--- config.mk ---
export PLATFORM = sky130hd
export DESIGN_NAME = byte_fifo
export DESIGN_NICKNAME = d
export VERILOG_FILES = /design/src/rtl/byte_fifo_pkg.sv /design/src/rtl/byte_fifo_ram.sv /design/src/rtl/byte_fifo.sv
export SDC_FILE = /design/constraint.sdc
export NUM_CORES = 1
export LEC_CHECK = 0
export ABC_AREA = 1
export CAP_MARGIN = 20
export CORE_ASPECT_RATIO = 0.9
export CORE_MARGIN = 2
export CORE_UTILIZATION = 25
export CTS_BUF_LIST = sky130_fd_sc_hd__clkbuf_2
export CTS_CLUSTER_DIAMETER = 200
export DETAILED_ROUTE_END_ITERATION = 8
export GPL_ROUTABILITY_DRIVEN = 0
export GPL_TIMING_DRIVEN = 0
export SKIP_LAST_GASP = 1
export SYNTH_ARGS = -nofsm -noshare
export SYNTH_HDL_FRONTEND = slang
export SYNTH_SLANG_ARGS = --single-unit
--- constraint.sdc ---
create_clock -name clk -period 2.7 [get_ports clk]
set_clock_uncertainty 0.2 [all_clocks]
set_input_delay 0.54 -clock clk [delete_from_list [all_inputs] [get_ports clk]]
set_output_delay 0.54 -clock clk [all_outputs]
set_load 0.02 [all_outputs]
--- src/rtl/byte_fifo_pkg.sv ---
// Shared definitions for the ROM front-end / back-end byte FIFOs.
package byte_fifo_pkg;

  localparam int FIFO_W         = 8;
  localparam int ROM_FIFO_DEPTH = 16;

  typedef logic [FIFO_W-1:0] byte_t;

  // Registered status flags, grouped so they update together.
  typedef struct packed {
    logic full;
    logic empty;
    logic almost_full;
    logic almost_empty;
  } fifo_flags_t;

  // Flag state a FIFO comes out of reset with.
  localparam fifo_flags_t FLAGS_RST = '{full: 1'b0, empty: 1'b1,
                                        almost_full: 1'b0, almost_empty: 1'b1};

  // True for 1, 2, 4, 8, ...
  function automatic bit is_pow2(input int n);
    return (n > 0) && ((n & (n - 1)) == 0);
  endfunction

endpackage

--- src/rtl/byte_fifo_ram.sv ---
// Simple dual-port storage: one write port, one registered read port.
// Contents are never reset; only the read register has a reset value.
module byte_fifo_ram #(
  parameter int WIDTH = 8,
  parameter int DEPTH = 16,
  parameter int AW    = $clog2(DEPTH)
) (
  input  logic             clk,
  input  logic             rst,
  input  logic             i_we,
  input  logic [AW-1:0]    i_waddr,
  input  logic [WIDTH-1:0] i_wdata,
  input  logic             i_re,
  input  logic [AW-1:0]    i_raddr,
  output logic [WIDTH-1:0] o_rdata
);

  logic [WIDTH-1:0] r_mem [DEPTH];
  logic [WIDTH-1:0] r_rdata;

  // Write port; a same-edge read of the same address still sees the old word.
  always_ff @(posedge clk) begin
    if (i_we) r_mem[i_waddr] <= i_wdata;
  end

  // Registered read port; holds its value between accepted reads.
  always_ff @(posedge clk or posedge rst) begin
    if (rst)       r_rdata <= '0;
    else if (i_re) r_rdata <= r_mem[i_raddr];
  end

  assign o_rdata = r_rdata;

endmodule

--- src/rtl/byte_fifo.sv ---
// Synchronous byte FIFO between the ROM front-end and back-end.
// Pointers carry an extra wrap bit; count and all flags are registered and
// computed from the next-state pointers so they move on the same edge.
module byte_fifo
  import byte_fifo_pkg::*;
#(
  parameter int WIDTH     = FIFO_W,
  parameter int DEPTH     = ROM_FIFO_DEPTH,
  parameter int AF_THRESH = DEPTH - 2,
  parameter int AE_THRESH = 0
) (
  input  logic                     clk,
  input  logic                     rst,
  input  logic                     wr_en,
  input  logic [WIDTH-1:0]         din,
  output logic                     almost_full,
  output logic                     full,
  input  logic                     rd_en,
  output logic [WIDTH-1:0]         dout,
  output logic                     almost_empty,
  output logic                     empty,
  output logic [$clog2(DEPTH):0]   count,
  output logic                     overflow,
  output logic                     underflow
);

  localparam int AW = $clog2(DEPTH);
  localparam int PW = AW + 1;
  localparam logic [PW-1:0] AF_T = PW'(AF_THRESH);
  localparam logic [PW-1:0] AE_T = PW'(AE_THRESH);

  // Elaboration-time parameter legality.
  if (!is_pow2(DEPTH) || DEPTH < 4) begin : g_bad_depth
    $error("byte_fifo: DEPTH must be a power of 2 and >= 4");
  end
  if (AF_THRESH < 1 || AF_THRESH > DEPTH) begin : g_bad_af
    $error("byte_fifo: AF_THRESH must lie in 1..DEPTH");
  end
  if (AE_THRESH < 0 || AE_THRESH > DEPTH - 1) begin : g_bad_ae
    $error("byte_fifo: AE_THRESH must lie in 0..DEPTH-1");
  end

  logic [PW-1:0] r_wr_ptr, r_rd_ptr, r_count;
  fifo_flags_t   r_flags;
  logic          r_ovf, r_udf;

  logic          w_rd_ok, w_wr_ok;
  logic [PW-1:0] w_wr_ptr_nxt, w_rd_ptr_nxt, w_cnt_nxt;
  fifo_flags_t   w_flags_nxt;

  // Acceptance on pre-edge state; a full FIFO takes a write only alongside a read.
  always_comb begin
    w_rd_ok = rd_en & ~r_flags.empty;
    w_wr_ok = wr_en & (~r_flags.full | w_rd_ok);
  end

  // Next pointers, occupancy and flags.
  always_comb begin
    w_wr_ptr_nxt = r_wr_ptr + {{AW{1'b0}}, w_wr_ok};
    w_rd_ptr_nxt = r_rd_ptr + {{AW{1'b0}}, w_rd_ok};
    w_cnt_nxt    = w_wr_ptr_nxt - w_rd_ptr_nxt;
    w_flags_nxt              = FLAGS_RST;
    w_flags_nxt.full         = (w_wr_ptr_nxt[AW-1:0] == w_rd_ptr_nxt[AW-1:0]) &&
                               (w_wr_ptr_nxt[AW] != w_rd_ptr_nxt[AW]);
    w_flags_nxt.empty        = (w_wr_ptr_nxt == w_rd_ptr_nxt);
    w_flags_nxt.almost_full  = (w_cnt_nxt >= AF_T);
    w_flags_nxt.almost_empty = (w_cnt_nxt <= AE_T);
  end

  // Pointer, count and flag registers.
  always_ff @(posedge clk or posedge rst) begin
    if (rst) begin
      r_wr_ptr <= '0;
      r_rd_ptr <= '0;
      r_count  <= '0;
      r_flags  <= FLAGS_RST;
    end else begin
      r_wr_ptr <= w_wr_ptr_nxt;
      r_rd_ptr <= w_rd_ptr_nxt;
      r_count  <= w_cnt_nxt;
      r_flags  <= w_flags_nxt;
    end
  end

  // Sticky error flags, cleared only by reset.
  always_ff @(posedge clk or posedge rst) begin
    if (rst) begin
      r_ovf <= 1'b0;
      r_udf <= 1'b0;
    end else begin
      if (wr_en & ~w_wr_ok) r_ovf <= 1'b1;
      if (rd_en & r_flags.empty) r_udf <= 1'b1;
    end
  end

  byte_fifo_ram #(.WIDTH(WIDTH), .DEPTH(DEPTH), .AW(AW)) u_ram (
    .clk     (clk),
    .rst     (rst),
    .i_we    (w_wr_ok),
    .i_waddr (r_wr_ptr[AW-1:0]),
    .i_wdata (din),
    .i_re    (w_rd_ok),
    .i_raddr (r_rd_ptr[AW-1:0]),
    .o_rdata (dout)
  );

  assign count        = r_count;
  assign full         = r_flags.full;
  assign empty        = r_flags.empty;
  assign almost_full  = r_flags.almost_full;
  assign almost_empty = r_flags.almost_empty;
  assign overflow     = r_ovf;
  assign underflow    = r_udf;

endmodule

==> impl_metrics.env <==
export IMPL_synth_seq_cells=157
export IMPL_hold_path_class="in -> reg"
export IMPL_fin_crit_ns=2.608
export IMPL_critPathMaxStageDelay_ns=0.59
export IMPL_critPathArrivalTime_ns=3.07
export IMPL_grt_overflow=0
export IMPL_p_switching_w=0.003919
export IMPL_cts_clk_slew_worst_paths_ns=0.22
export IMPL_coreArea_um2=26070
export IMPL_stdcell_count=956
export IMPL_pwr_share_comb=0.502
export IMPL_grt_pass1_wl_mm=25.27
export IMPL_final_area_um2=7980
export IMPL_max_cap_violations=0
export IMPL_drt_initial_drc_count=389
export IMPL_pwr_share_seq=0.352
export IMPL_swShare=0.4268
export IMPL_grt_start_max_net_pins=20
export IMPL_cp_data_required_time_ns=3.16
export IMPL_power_w=0.009183
export IMPL_startpoint_type="primary input"
export IMPL_worst_setup_path_type="in -> reg"
export IMPL_numCtsBuffers=17
export IMPL_fin_nets=616
export IMPL_synth_avg_cell_area_um2=12.62
export IMPL_vdd_drop_max_v=0.0003719
export IMPL_finalCritPeriodShare=0.9659
export IMPL_status="finished, final reports clean"
export IMPL_crit_path_end_kind="flip-flop"
export IMPL_cp_slowest_cell="clkdlybuf4s50_1"
export IMPL_area_growth_pct=20.23
export IMPL_cp_max_fo=6
export IMPL_clk_path_buf_depth=2
export IMPL_antenna_found_initial=1
export IMPL_syn_num_nets=548
export IMPL_avgViaCountPerCell=4.552
export IMPL_fin_hold_ws_ns=0.2434
export IMPL_num_vias=4352
export IMPL_leakagePower_nw=2.861
export IMPL_ys_types=35
export IMPL_setup_viol_count_final=0
export IMPL_wl_mm=16.55
export IMPL_initial_core_util=0.2547
export IMPL_dpl_hpwl_mm=10.80
export IMPL_grt_total_usage=0.1224
export IMPL_die_area_um2=27870
export IMPL_fin_setup_tns_ns=0
export IMPL_ys_seq_area_frac=0.6888
export IMPL_yosys_warnings=0
export IMPL_netlist_area_um2=6638
export IMPL_chipHeight_um=158.6
export IMPL_placed_cell_area_um2=7441
export IMPL_cts_tree="yes"
export IMPL_drive_gt1_frac=0.2092
export IMPL_die_x_um=175.8
export IMPL_worstMarginPinSlew_ns=0.9002
export IMPL_p_per_area_nw_per_um2=1151
export IMPL_relSlewSlack=0.3977
export IMPL_grt_pass1_vias=4259
export IMPL_wl_per_cell_um=17.31
export IMPL_internal_power_w=0.005264
export IMPL_num_rows=56
export IMPL_hold_violations=0
export IMPL_dr_pass1_iters=5
export IMPL_crit_buf_inv=4
export IMPL_ant_nets=0
export IMPL_fmax_mhz=383.5
export IMPL_netlist_instances=526
export IMPL_route_detailed_drc=0
export IMPL_io_buffers=30
export IMPL_place_inst=905
export IMPL_htreeDepth=4
export IMPL_drv_slew=0
export IMPL_p_clk_frac=0.146
export IMPL_cts_sinks=157
export IMPL_worstPathCellList="clkdlybuf4s50_1 > inv_8 > nor2_4 > clkinv_4 > a21boi_4 > ha_4 > ha_4 > xor2_4 > ha_4 > inv_2 > nor2_2 > nand3_2 > nand3_2 > nand2_2 > nand2_2 > nand2_2 > nand3_2"
export IMPL_clkLatencyLatePin_ns=0.76
export IMPL_cts_root_buf="clkbuf_2"
export IMPL_io_pins=31
export IMPL_cp_top_family="buffers and inverters"
==> state kept, by name (all words and copies together), names as in the netlist <==
register / count
almost_full: 1
u_ram.o_rdata: 8
count: 5
r_rd_ptr: 5
full: 1
overflow: 1
u_ram.r_mem: 128
r_wr_ptr: 5
underflow: 1
almost_empty: 1
empty: 1
==> power by group through the flow <==
stage	clock, W	sequential, W	combinational [W]
global route	0.00145	0.00328	0.00507
global placement	0	0.00328	0.00393
finish	0.00134	0.00324	0.00461
CTS	0.00137	0.00323	0.00399
detailed placement	0	0.00329	0.00397
floorplan	0	0.00341	0.00249
==> layer usage <==
layer | vias to the layer above | GRT usage | wire length (um)
met5 | - | 0 | 0
met4 | 0 | 0.04368 | 329
met3 | 24 | 0.02292 | 889
met2 | 115 | 0.1955 | 7973
met1 | 2178 | 0.1670 | 7359
li1 | 2035 | - | -
==> worst paths after layout <==
kind                       startpoint  slack (ns)  cells past startpoint      endpoint
max                             rd_en        0.09                     17   almost_full
min                             wr_en        0.24                      2      overflow
max reg2reg                     empty        0.10                     15   almost_full
min reg2reg                 underflow        0.29                      1     underflow
max in group asynchronous         rst        1.31                      4  almost_empty
min in group asynchronous         rst        0.45                      3   r_rd_ptr[2]
==> cell usage in the layout, fill, tap and decap left out, types with 16 or more instances in the layout <==
cell             Yosys  layout
o21ai_0             22      22
nor2_1              69      65
inv_1               20      16
o211ai_1            16      16
nand2_2              9      16
edfxtp_1           128     128
nand2_1             63      55
buf_4                2      18
o21bai_1            32      32
dfrtp_1             27      27
o221ai_1            16      16
o21a_1              16      16
clkbuf_2             0      18
nand3_1             27      22
clkdlybuf4s50_1      0      28
==> through the flow <==
stage | setup slack [ns] | util
2_1_floorplan | -0.03450 | -
3_3_place_gp | -0.9781 | 0.2844
3_5_place_dp | -0.9880 | 0.2855
4_1_cts | 0.004251 | 0.2964
5_1_grt | -0.06642 | 0.3062
6_report | 0.09219 | 0.3062
==> cell families (layout without fill, tap and decap cells) <==
kind of cell,after synthesis,count (layout),share of synthesized area
AOI/OAI and AO/OA,116,116,0.1237
xor gates and xnor gates,7,7,0.01150
adders and majority gates,10,10,0.01885
buffers and inverters,52,133,0.03487
DFF,157,157,0.6888
other,0,1,0
and+or+nand+nor,184,184,0.1223
==> worst register-to-register path, cell delays in order (launching register included) <==
cell and delay [ns]:
dfstp_2 0.43, nor2_4 0.18, clkinv_4 0.11, a21boi_4 0.28
ha_4 0.19, ha_4 0.15, xor2_4 0.19, ha_4 0.24
inv_2 0.06, nor2_2 0.04, nand3_2 0.08, nand3_2 0.10
nand2_2 0.09, nand2_2 0.06, nand2_2 0.07, nand3_2 0.05
==> layout make-up <==
cell class,count,area (um2)
Antenna cell,1,2.502
Multi-Input combinational cell,317,2014
Fill cell,2639,18080
Buffer,25,127.6
Timing Repair Buffer,49,466.7
Clock buffer,18,90.09
Inverter,27,113.9
Sequential cell,157,4572
Tap cell,348,435.4
Clock inverter,14,157.7
==> synth_stat cells, drive strengths merged <==
cell | count | area share
buf | 20 | 0.016
edfxtp | 128 | 0.58
o21ai | 32 | 0.024
ha | 10 | 0.019
nor2 | 70 | 0.040
xor2 | 5 | 0.0089
and2 | 1 | 0.00094
nand2 | 72 | 0.044
xnor2 | 2 | 0.0026
clkbuf | 5 | 0.0028
nand4 | 6 | 0.0057
o221ai | 16 | 0.021
nand3 | 34 | 0.031
a21boi | 1 | 0.0028
a31o | 1 | 0.0013
o21bai | 32 | 0.036
o21a | 16 | 0.018
o211ai | 16 | 0.018
a21oi | 1 | 0.00075
dfrtp | 27 | 0.10
a21o | 1 | 0.0011
clkinv | 1 | 0.00056
nor3 | 1 | 0.00075
inv | 26 | 0.015
dfstp | 2 | 0.0079
==> repair_timing <==
action / CTS / global route
setup buffers: 4 / 13
hold endpoints to repair: 10 / 0
hold buffers: 1 / 0
gates resized for setup: 2 / 35
pin swaps: 2 / 21
endpoints found under the setup margin: 6 / 4
No activity file was read; power rests on OpenSTA's default activity.
